[src/rtl/cpu_ctrl_unit.sv]
// Multi-cycle fetch/decode/execute/write-back controller and 4x8 register file for the 8-bit CPU.
// Latency: 4 cycles per instruction (FETCH, DECODE, EXEC, WB), plus one cycle per imem_valid wait.
// Backpressure: stalls in FETCH with imem_req held until imem_valid; HLT parks the core until reset.
module cpu_ctrl_unit #(
    parameter logic [7:0] RESET_PC = 8'h00
) (
    input  logic        clk,
    input  logic        rst_n,
    output logic [7:0]  imem_addr,
    output logic        imem_req,
    input  logic        imem_valid,
    input  logic [15:0] imem_rdata,
    output logic [7:0]  alu_a,
    output logic [7:0]  alu_b,
    output logic [3:0]  alu_ctrl,
    input  logic [7:0]  alu_res,
    input  logic        alu_carry,
    output logic [7:0]  pc,
    output logic        carry_flag,
    output logic        halted,
    input  logic [1:0]  dbg_sel,
    output logic [7:0]  dbg_data
);

    typedef enum logic [2:0] {
        S_IDLE, S_FETCH, S_DECODE, S_EXEC, S_WB, S_HALT
    } state_t;

    localparam logic [3:0] OP_HLT = 4'h0;
    localparam logic [3:0] OP_LDI = 4'hB;
    localparam logic [3:0] OP_JMP = 4'hC;
    localparam logic [3:0] OP_BEQ = 4'hF;

    state_t      state_q, state_d;
    logic [7:0]  pc_q, pc_d;
    logic        carry_q, carry_d;
    logic [15:0] ir_q, ir_d;
    logic [7:0]  a_q, a_d, b_q, b_d;
    logic [3:0]  ctrl_q, ctrl_d;
    logic [7:0]  res_q, res_d;
    logic        cyh_q, cyh_d;
    logic        req_q, halted_q;
    logic [7:0]  regs_q [4];
    logic        rf_we;
    logic [7:0]  rf_wdata;

    logic [3:0]  op;
    logic [1:0]  rd, rs;
    logic [7:0]  imm;
    logic        is_alu_op;

    assign op        = ir_q[15:12];
    assign rd        = ir_q[11:10];
    assign rs        = ir_q[9:8];
    assign imm       = ir_q[7:0];
    assign is_alu_op = (op >= 4'h1) && (op <= 4'hA);

    always_comb begin
        state_d  = state_q;
        pc_d     = pc_q;
        carry_d  = carry_q;
        ir_d     = ir_q;
        a_d      = a_q;
        b_d      = b_q;
        ctrl_d   = ctrl_q;
        res_d    = res_q;
        cyh_d    = cyh_q;
        rf_we    = 1'b0;
        rf_wdata = 8'h00;
        case (state_q)
            S_IDLE: state_d = S_FETCH;
            S_FETCH: begin
                if (imem_valid) begin
                    ir_d    = imem_rdata;
                    state_d = S_DECODE;
                end
            end
            S_DECODE: begin
                // HLT leaves the ALU operands untouched; they only move on DECODE->EXEC
                if (op == OP_HLT) begin
                    state_d = S_HALT;
                end else begin
                    state_d = S_EXEC;
                    a_d     = regs_q[rd];
                    b_d     = regs_q[rs];
                    ctrl_d  = (is_alu_op || op == OP_BEQ) ? op : 4'h0;
                end
            end
            S_EXEC: begin
                res_d   = alu_res;
                cyh_d   = alu_carry;
                state_d = S_WB;
            end
            S_WB: begin
                state_d = S_FETCH;
                pc_d    = pc_q + 8'd1;
                if (is_alu_op) begin
                    rf_we    = 1'b1;
                    rf_wdata = res_q;
                    carry_d  = cyh_q;
                end else if (op == OP_LDI) begin
                    rf_we    = 1'b1;
                    rf_wdata = imm;
                end else if (op == OP_JMP) begin
                    pc_d = imm;
                end else if (op == OP_BEQ && !cyh_q) begin
                    pc_d = imm;
                end
            end
            S_HALT: state_d = S_HALT;
            default: state_d = S_IDLE;
        endcase
    end

    always_ff @(posedge clk or negedge rst_n) begin
        if (!rst_n) begin
            state_q  <= S_IDLE;
            pc_q     <= RESET_PC;
            carry_q  <= 1'b0;
            ir_q     <= 16'h0000;
            a_q      <= 8'h00;
            b_q      <= 8'h00;
            ctrl_q   <= 4'h0;
            res_q    <= 8'h00;
            cyh_q    <= 1'b0;
            req_q    <= 1'b0;
            halted_q <= 1'b0;
            for (int i = 0; i < 4; i++) regs_q[i] <= 8'h00;
        end else begin
            state_q  <= state_d;
            pc_q     <= pc_d;
            carry_q  <= carry_d;
            ir_q     <= ir_d;
            a_q      <= a_d;
            b_q      <= b_d;
            ctrl_q   <= ctrl_d;
            res_q    <= res_d;
            cyh_q    <= cyh_d;
            req_q    <= (state_d == S_FETCH);
            halted_q <= (state_d == S_HALT);
            if (rf_we) regs_q[rd] <= rf_wdata;
        end
    end

    assign imem_req   = req_q;
    assign imem_addr  = pc_q;
    assign pc         = pc_q;
    assign alu_a      = a_q;
    assign alu_b      = b_q;
    assign alu_ctrl   = ctrl_q;
    assign carry_flag = carry_q;
    assign halted     = halted_q;
    assign dbg_data   = regs_q[dbg_sel];

endmodule

[config.mk]
export PLATFORM = sky130hd
export DESIGN_NAME = cpu_ctrl_unit
export DESIGN_NICKNAME = d
export VERILOG_FILES = /design/src/rtl/cpu_ctrl_unit.sv
export SDC_FILE = /design/constraint.sdc
export NUM_CORES = 1
export LEC_CHECK = 0
export ABC_AREA = 1
export BUFFER_PORTS_ARGS = -buffer_cell sky130_fd_sc_hd__buf_2
export CAP_MARGIN = 20
export CELL_PAD_IN_SITES_DETAIL_PLACEMENT = 1
export CELL_PAD_IN_SITES_GLOBAL_PLACEMENT = 1
export CORE_AREA = 3 3 112 114
export DETAILED_ROUTE_END_ITERATION = 10
export DIE_AREA = 0 0 115 117
export GPL_ROUTABILITY_DRIVEN = 0
export PLACE_DENSITY_LB_ADDON = 0.1
export SLEW_MARGIN = 10
export SYNTH_ARGS = -nofsm -noshare
export SYNTH_HDL_FRONTEND = slang
export SYNTH_SLANG_ARGS = --single-unit
[constraint.sdc]
create_clock -name clk -period 1.85 [get_ports clk]
set_input_delay 0.185 -clock clk [delete_from_list [all_inputs] [get_ports clk]]
set_output_delay 0.185 -clock clk [all_outputs]
set_load 0.03 [all_outputs]
==> results of run 1 <==
-- layout make-up --
class | count | share of cell area, %
Multi-Input combinational cell | 457 | 38.18
Sequential cell | 91 | 40.93
Clock buffer | 10 | 4.295
Clock inverter | 3 | 1.169
Timing Repair Buffer | 87 | 8.860
Inverter | 47 | 3.351
Tap cell | 143 | 3.216
-- sequential cells by signal, summed over array words and instances, names as in the netlist, 3 cells and up --
register and cells:
alu_ctrl 4, state_q 3, imem_addr 8, res_q 8
regs_q 32, ir_q 16, alu_b 8, alu_a 8
-- worst paths after layout --
| check | to | slack [ps] | cells after the start | startpoint |
|---|---|---|---|---|
| setup / recovery | regs_q[29] | 220 | 6 | ir_q[13] |
| hold / removal | res_q[5] | 70 | 2 | alu_res[5] |
| setup reg to reg | regs_q[29] | 220 | 6 | ir_q[13] |
| hold reg to reg | alu_b[6] | 470 | 2 | alu_b[6] |
| max in group asynchronous | regs_q[7] | 840 | 3 | rst_n |
| min in group asynchronous | halted | 390 | 2 | rst_n |
-- report_power, final --
| part | total (uW) | internal [uW] | switching, uW |
|---|---|---|---|
| clock network | 1950 | 1200 | 756 |
| logic | 3680 | 1100 | 2580 |
| registers | 3210 | 2580 | 628 |
| total | 8840 | 4880 | 3960 |
-- per-layer routing --
layer  GRT usage [%]  part of all wire, %  routed length, microns  vias up
met5               0                    0                       0        -
met4           7.668                  1.9                     253        0
met3           3.033                  3.2                     442       18
met2           36.92                   48                    6490       78
met1           28.80                   47                    6476     2074
li1                -                    -                       -     2139
-- Yosys cell counts (all sizes together) --
cell type,n
nand2,221
dfrtp,91
nand3,72
nor2,68
o21ai,55
inv,47
buf,15
clkbuf,11
a21oi,10
nand4,10
mux2,8
o22ai,8
nand3b,3
ha,1
o211ai,1
-- kinds of logic (layout without fill, tap and decap cells) --
family	Yosys count	in the layout	synth area share, %
adders and majority gates	1	1	0.2649
buffers and inverters	73	147	6.808
muxes	8	8	1.907
and+or+nand+nor	374	374	34.70
AOI/OAI and AO/OA	74	74	8.106
DFF	91	91	48.21
-- timing repair --
action / 4_1_cts / 5_1_grt
resized for setup: 0 / 0
endpoints found under the setup margin: 0 / 0
hold buffers: 1 / 0
endpoints found under the hold margin: 42 / 0
-- layout by cell type, fill, tap and decap left out, drive strengths merged, types with 2 or more instances in the layout --
master    n
nor2     68
buf      86
o22ai     8
o21ai    55
nand2   221
inv      47
dfrtp    91
mux2      8
a21oi    10
clkbuf   10
bufinv    2
nand3    72
nand4    10
nand3b    3
-- stage by stage --
step           instance area (sq um)  hold WS, ps  power (uW)  util (%)
2_1_floorplan                   4723       -110.6        5810         -
4_1_cts                         5564        60.88        8944     48.32
5_1_grt                         5564        73.58        9494     48.32
3_3_place_gp                    5250        221.4        6805     45.59
6_report                        5564        74.46        8841     48.32
3_5_place_dp                    5250        223.1        6945     45.59
==> impl_metrics.csv, run 1 <==
group,metric,value,unit
outcome,status,"finished clean",
finish,nets,724,
clocking,clk_pin_slew,60,ps
synth,yosysTopAreaCellShare,48.21,%
synth,synth_seq_cells,91,
finish,diodes,0,
synth,synth_nets,652,
grt,grt_max_degree,45,
finish,multi_input_area,2125,sq um
critical_path,critPathMaxStageDelay,440,ps
placed_design,dp_hpwl,10380,microns
grt,antenna_found_initial,0,
synth,ys_seq_area_share,48.21,%
clocking,clockBufferDepth,2,
critical_path,cp.required,2130,ps
detailed_routing,ant_nets,0,
finish,n_fill_cell,1460,
floorplanning,initial_utilization,41.01,%
power,leakage,0.003084,uW
grt,overflow,0,
timing,fin_ws,217.2,ps
synth,yosysTopAreaCell,"dfrtp_1",
timing,post-route-period-util,88.26,%
floorplanning,io_pins,77,
placed_design,portBuffers,76,
detailed_routing,finalWirelength,13660,microns
clocking,clk_latency,350,ps
critical_path,cp.buffers_inverters,0,
timing,hold_viol_final,0,
clocking,cts_tree,"done",
critical_path,critPathMostFrequentCell,"nand2_1",
timing,tns,0,ps
worst_hold_path,hp-class,"primary input to flop",
synth,synthCells,621,
critical_path,crit_chain,"nand2_1 > nor2_1 > nand3_1 > nand2_1 > nand3_1 > nand2_1",
grt,grt_pass1_vias,4510,
clocking,cts_buffers,9,
synth,syn_area,4723,sq um
timing,fin_skew,7.350,ps
floorplanning,core_area,11520,sq um
detailed_routing,first_pass_iters,4,
timing,rsz0062_at_grt,"false",
critical_path,start_kind,"flop",
critical_path,critPathTopFamily,"simple AND/OR/NAND/NOR gates",
critical_path,cp_slowest_cell,"nor2_1",
power,worst_ir_drop_vdd,771.1,uV
timing,setup_viol,0,
clocking,postCtsSetupBuffers,0,
placed_design,pre_cts_ws,204.9,ps
critical_path,path_max_fanout,8,
synth,synth_area_leaders,"dfrtp_1 (48%), nand2_1 (17%), nand3_1 (7.4%), nor2_1 (4.8%), o21ai_0 (4.7%)",
timing,layout_min_cycle_time,1633,ps
timing,drv_slew,0,
detailed_routing,dr_total_vias,4309,
floorplanning,num_rows,39,
floorplanning,die_x,115,microns
detailed_routing,viasPerCell,5.142,
finish,stdcell_count,838,
finish,synthToLayoutAreaGrowth,17.80,%
finish,register_area,2277,sq um
critical_path,crit_type,"flop to flop",
clocking,cts_max_level,3,
finish,drive_gt1_share,18.27,%
grt,grt_pass1_wl,22920,microns
placed_design,placed_cells,824,
synth,avgSynthCellArea,7.606,sq um
clocking,cts.sinks,91,
synth,yosys_warnings,0,
clocking,clockRootBuffer,"clkbuf_16",
timing,worstMarginPinSlew,576.5,ps
critical_path,cp-end-kind,"flop",
power,power.density,1589,nW/um^2
synth,synth_cell_types,25,
timing,max_freq,612.4,MHz
timing,relSlewSlack,61.56,%
floorplanning,die_area,13460,sq um
detailed_routing,wl_per_cell,16.30,microns
flow_run,cap_violations,0,
detailed_routing,drt-initial-drc-count,217,
detailed_routing,drc,0,
floorplanning,die_h,117,microns
grt,grt.total_usage,21.82,%
critical_path,crit_arrival,1910,ps
Note: power is estimated with default switching activity, not from simulation.
==> run 2: changes to the inputs <==
PLACE_DENSITY = 0.77   (was not set)
PLACE_DENSITY_LB_ADDON = not set   (was 0.1)
==> run 2 against run 1 <==
Compared with the run above: worst hold slack worse by 7.1 ps; die area unchanged; routed wire length up 3.1%; sequential power hardly changed; clock skew fell by 1.3 ps; first-iteration DRC count is 6.0% lower.
==> impl_metrics.csv, run 2 (synthesized netlist as in run 1, its figures left out) <==
group,metric,value,unit
timing,max_freq,629.9,MHz
floorplanning,die_x,115,microns
power,power.density,1621,nW/um^2
clocking,clk_latency,350,ps
detailed_routing,drt-initial-drc-count,204,
detailed_routing,wl_per_cell,16.69,microns
timing,drv_slew,0,
finish,top_register,"regs_q",
clocking,cts_max_level,3,
clocking,cts.sinks,91,
timing,post-route-period-util,85.82,%
clocking,clockRootBuffer,"clkbuf_16",
timing,rsz0062_at_grt,"false",
finish,final_cell_mix,"nand2_1 (219), dfrtp_1 (91), buf_2 (75)",
clocking,clockBufferDepth,2,
finish,layout_commonest_cell,"nand2_1",
grt,antenna_found_initial,0,
critical_path,crit_arrival,1880,ps
floorplanning,initial_utilization,41.01,%
detailed_routing,viasPerCell,5.325,
power,leakage,0.003113,uW
floorplanning,die_area,13460,sq um
detailed_routing,dr_total_vias,4494,
finish,n_fill_cell,1478,
grt,grt_max_degree,45,
power,worst_ir_drop_vdd,790.6,uV
timing,relSlewSlack,62.76,%
clocking,cts_tree,"done",
timing,worstMarginPinSlew,558.5,ps
floorplanning,core_area,11520,sq um
placed_design,placed_area,5273,sq um
outcome,status,"finished clean",
power,total_power,9124,uW
grt,overflow,0,
finish,reg_top3,"regs_q (32), ir_q (16)",
flow_run,cap_violations,0,
critical_path,start_kind,"flop",
finish,design_area,5627,sq um
placed_design,portBuffers,76,
detailed_routing,first_pass_iters,4,
floorplanning,num_rows,39,
timing,tns,0,ps
detailed_routing,finalWirelength,14090,microns
critical_path,cp-end-kind,"flop",
clocking,cts_buffers,9,
timing,layout_min_cycle_time,1588,ps
detailed_routing,ant_nets,0,
finish,largest_register_ffs,32,
critical_path,crit_type,"flop to flop",
clocking,clk_pin_slew,70,ps
critical_path,cp.required,2140,ps
grt,grt_pass1_wl,23420,microns
finish,nets,727,
finish,drive_gt1_share,19.12,%
timing,setup_viol,0,
grt,grt.total_usage,22.01,%
detailed_routing,drc,0,
placed_design,dp_hpwl,10480,microns
timing,fin_skew,6.083,ps
critical_path,r2r_slack,260,ps
floorplanning,die_h,117,microns
critical_path,path_max_fanout,16,
worst_hold_path,hp-class,"primary input to flop",
floorplanning,io_pins,77,
finish,diodes,0,
finish,synthToLayoutAreaGrowth,19.13,%
timing,hold_viol_final,0,
grt,grt_pass1_vias,4655,
[run 2: routing by layer]
layer  track usage (%)  up-vias  wire length, microns  share of wire [%]
li1                  -     2148                     -                  -
met2             37.58       92                  6957                 49
met1             29.05     2242                  6470                 46
met3             2.674       12                   448                3.2
met5                 0        -                     0                  0
met4             7.746        0                   211                1.5
[run 2: repair_timing]
| action | in CTS | in global routing |
|---|---|---|
| hold buffers | 1 | 0 |
| gates resized for setup | 0 | 1 |
| endpoints found under the setup margin | 0 | 1 |
| setup buffers | 0 | 0 |
| hold endpoints to repair | 26 | 0 |
[run 2: power breakdown]
part | leakage (uW) | internal, uW | switching (uW)
logic | 0.00176 | 1140 | 2660
registers | 0.00118 | 2580 | 602
clock network | 0.000165 | 1320 | 824
total | 0.00311 | 5030 | 4090
[run 2: through the flow]
step                      util [%]  setup slack [ps]  hold WS (ps)  instances
after floorplan                  -             450.2        -110.6        621
after global routing         48.86             143.4         71.57        844
after CTS                    48.84             230.0         60.06        844
after global placement       45.78             366.3         142.4        827
final                        48.86             262.4         67.40        844
after detailed placement     45.78             288.2         148.0        827
[run 2: final cells by class]
| cell class | instances | area (sq um) | area share (%) |
|---|---|---|---|
| inverter | 47 | 186.4 | 3.313 |
| clock buffer | 9 | 225.2 | 4.003 |
| multi-input combinational | 457 | 2127 | 37.80 |
| tap | 143 | 178.9 | 3.180 |
| timing repair buffer | 90 | 515.5 | 9.162 |
| sequential | 91 | 2277 | 40.47 |
| clock inverter | 7 | 116.4 | 2.068 |
[run 2: worst paths after layout]
check / end / cells past startpoint / start
max: alu_b[1] / 7 / state_q[0]
max reg2reg: alu_b[1] / 7 / state_q[0]
min reg2reg: alu_b[3] / 2 / alu_b[3]
min in group asynchronous: alu_b[1] / 2 / rst_n
max in group asynchronous: alu_ctrl[0] / 3 / rst_n
min: res_q[7] / 2 / alu_res[7]
[run 2: critical path, stage by stage (launching register included)]
cell	delay (ps)
dfrtp_1	480
inv_1	150
nand3_1	120
inv_2	130
nand2_2	150
inv_2	270
nand2_1	150
nand2_1	80
==> run 3: changes to the inputs <==
PLACE_DENSITY = 0.75   (was 0.77)
REMOVE_ABC_BUFFERS = 1   (was not set)
==> run 3 against run 2 <==
Compared with the run above: total power shrank 4.2%; largest cell class unchanged; flip-flop and latch count stayed put; routed wire length about the same.
==> impl_metrics.csv, run 3 (synthesized netlist as in run 1, its figures left out) <==
group,metric,value,unit
floorplanning,core_area,11520,sq um
detailed_routing,drt-initial-drc-count,281,
clocking,cts_max_level,3,
finish,register_area,2277,sq um
floorplanning,io_pins,77,
grt,use_met2,38.81,%
power,leakage,0.003090,uW
finish,largest_register_ffs,32,
outcome,status,"finished clean",
critical_path,cp_slowest_cell,"dfrtp_1",
timing,fin_skew,3.289,ps
critical_path,critPathMostFrequentCell,"nand2_1",
floorplanning,die_h,117,microns
critical_path,cp-end-kind,"flop",
power,worst_ir_drop_vdd,815.0,uV
power,power.density,1571,nW/um^2
critical_path,r2r_slack,260,ps
timing,relSlewSlack,57.61,%
timing,max_freq,630.7,MHz
critical_path,path_max_fanout,9,
timing,worstMarginPinSlew,635.8,ps
worst_hold_path,min_from,"alu_res[2]",
grt,grt_use_met3,2.674,%
detailed_routing,finalWirelength,14100,microns
timing,fin_ws,264.5,ps
clocking,clk_latency,340,ps
finish,layout_commonest_cell,"nand2_1",
detailed_routing,drc,0,
timing,finalHoldWorstSlack,71.65,ps
clocking,cts_buffers,9,
flow_run,cap_violations,0,
timing,post-route-period-util,85.70,%
finish,multi_input_area,2125,sq um
finish,stdcell_count,845,
clocking,cts.sinks,91,
floorplanning,initial_utilization,41.01,%
timing,rsz0062_at_grt,"false",
grt,antenna_found_initial,0,
clocking,clk_pin_slew,60,ps
worst_hold_path,min_to,"res_q[2]",
detailed_routing,wl_per_cell,16.69,microns
finish,final_cell_mix,"nand2_1 (219), dfrtp_1 (91), buf_2 (75)",
clocking,postCtsSetupBuffers,0,
floorplanning,die_x,115,microns
worst_hold_path,hp-class,"primary input to flop",
critical_path,crit_arrival,1820,ps
timing,layout_min_cycle_time,1585,ps
clocking,hold_buffers,1,
critical_path,r2r-end,"regs_q[29]",
critical_path,r2r-start,"ir_q[13]",
grt,use_met1,29.14,%
placed_design,pre_cts_ws,282.4,ps
detailed_routing,viasPerCell,5.269,
placed_design,dp_hpwl,10310,microns
finish,diodes,0,
floorplanning,die_area,13460,sq um
timing,setup_viol,0,
timing,hold_viol_final,0,
clocking,clockBufferDepth,2,
grt,overflow,0,
finish,n_fill_cell,1446,
critical_path,crit_chain,"nor2_1 > nand2_1 > buf_4 > nand3_1 > nand2_1 > nand3_1 > nand2_1",
finish,synthToLayoutAreaGrowth,17.80,%
finish,design_area,5564,sq um
placed_design,placed_area,5280,sq um
grt,grt_pass1_vias,4681,
critical_path,start_kind,"flop",
clocking,post_cts_resize_count,0,
floorplanning,num_rows,39,
grt,grt_pass1_wl,23540,microns
finish,drive_gt1_share,18.66,%
placed_design,placed_cells,828,
critical_path,reg2reg_depth,7,
timing,tns,0,ps
grt,top_usage_layer,"met2",
timing,drv_slew,0,
critical_path,crit_type,"flop to flop",
placed_design,portBuffers,76,
grt,grt.total_usage,22.37,%
grt,grt_max_degree,44,
detailed_routing,dr_total_vias,4452,
critical_path,cp.required,2080,ps
critical_path,critPathMaxStageDelay,430,ps
finish,reg_top3,"regs_q (32), ir_q (16)",
clocking,clockRootBuffer,"clkbuf_16",
finish,nets,728,
detailed_routing,ant_nets,0,
worst_hold_path,holdPathStages,2,
detailed_routing,first_pass_iters,4,
finish,top_register,"regs_q",
clocking,cts_tree,"done",
run 3: worst max path at each step:
| stage | to | slack [ps] | start | depth (start not counted) |
|---|---|---|---|---|
| 2_1_floorplan | halted | 130 | state_q[2] | 4 |
| 3_3_place_gp | regs_q[26] | 350 | ir_q[13] | 7 |
| 3_5_place_dp | regs_q[29] | 280 | ir_q[13] | 7 |
| 4_1_cts | regs_q[29] | 270 | ir_q[13] | 7 |
| 5_1_grt | regs_q[2] | 150 | ir_q[13] | 7 |
| 6_report | regs_q[29] | 260 | ir_q[13] | 7 |
run 3: cell type report:
type	instances	area share [%]
flip-flops and latches	91	40.93
multi-input cells	457	38.18
repair buffers	91	9.400
clock buffers	14	4.745
inverters	47	3.351
well taps	143	3.216
clock inverters	2	0.1799
run 3: critical path, delay by kind of cell (launching register included):
kind / cells / cell delay [ps]
buffers and inverters: 1 / 230
AND/OR/NAND/NOR: 6 / 810
flip-flops: 1 / 430
run 3: power by group:
| group | switching, uW | leakage, uW | internal (uW) |
|---|---|---|---|
| clock network | 755 | 0.000137 | 982 |
| logic | 2660 | 0.00177 | 1150 |
| registers | 615 | 0.00118 | 2580 |
| total | 4030 | 0.00309 | 4710 |
run 3: per-layer routing:
metal | up-vias | wire [microns]
li1 | 2161 | -
met1 | 2181 | 6569
met5 | - | 0
met2 | 93 | 6873
met4 | 0 | 217
met3 | 17 | 441
run 3: stage by stage:
stage                     total power [uW]  util (%)
after floorplan                       5630         -
after global placement                6817     45.85
after detailed placement              7016     45.85
after CTS                             8811     48.32
after global routing                  9410     48.32
final                                 8741     48.32
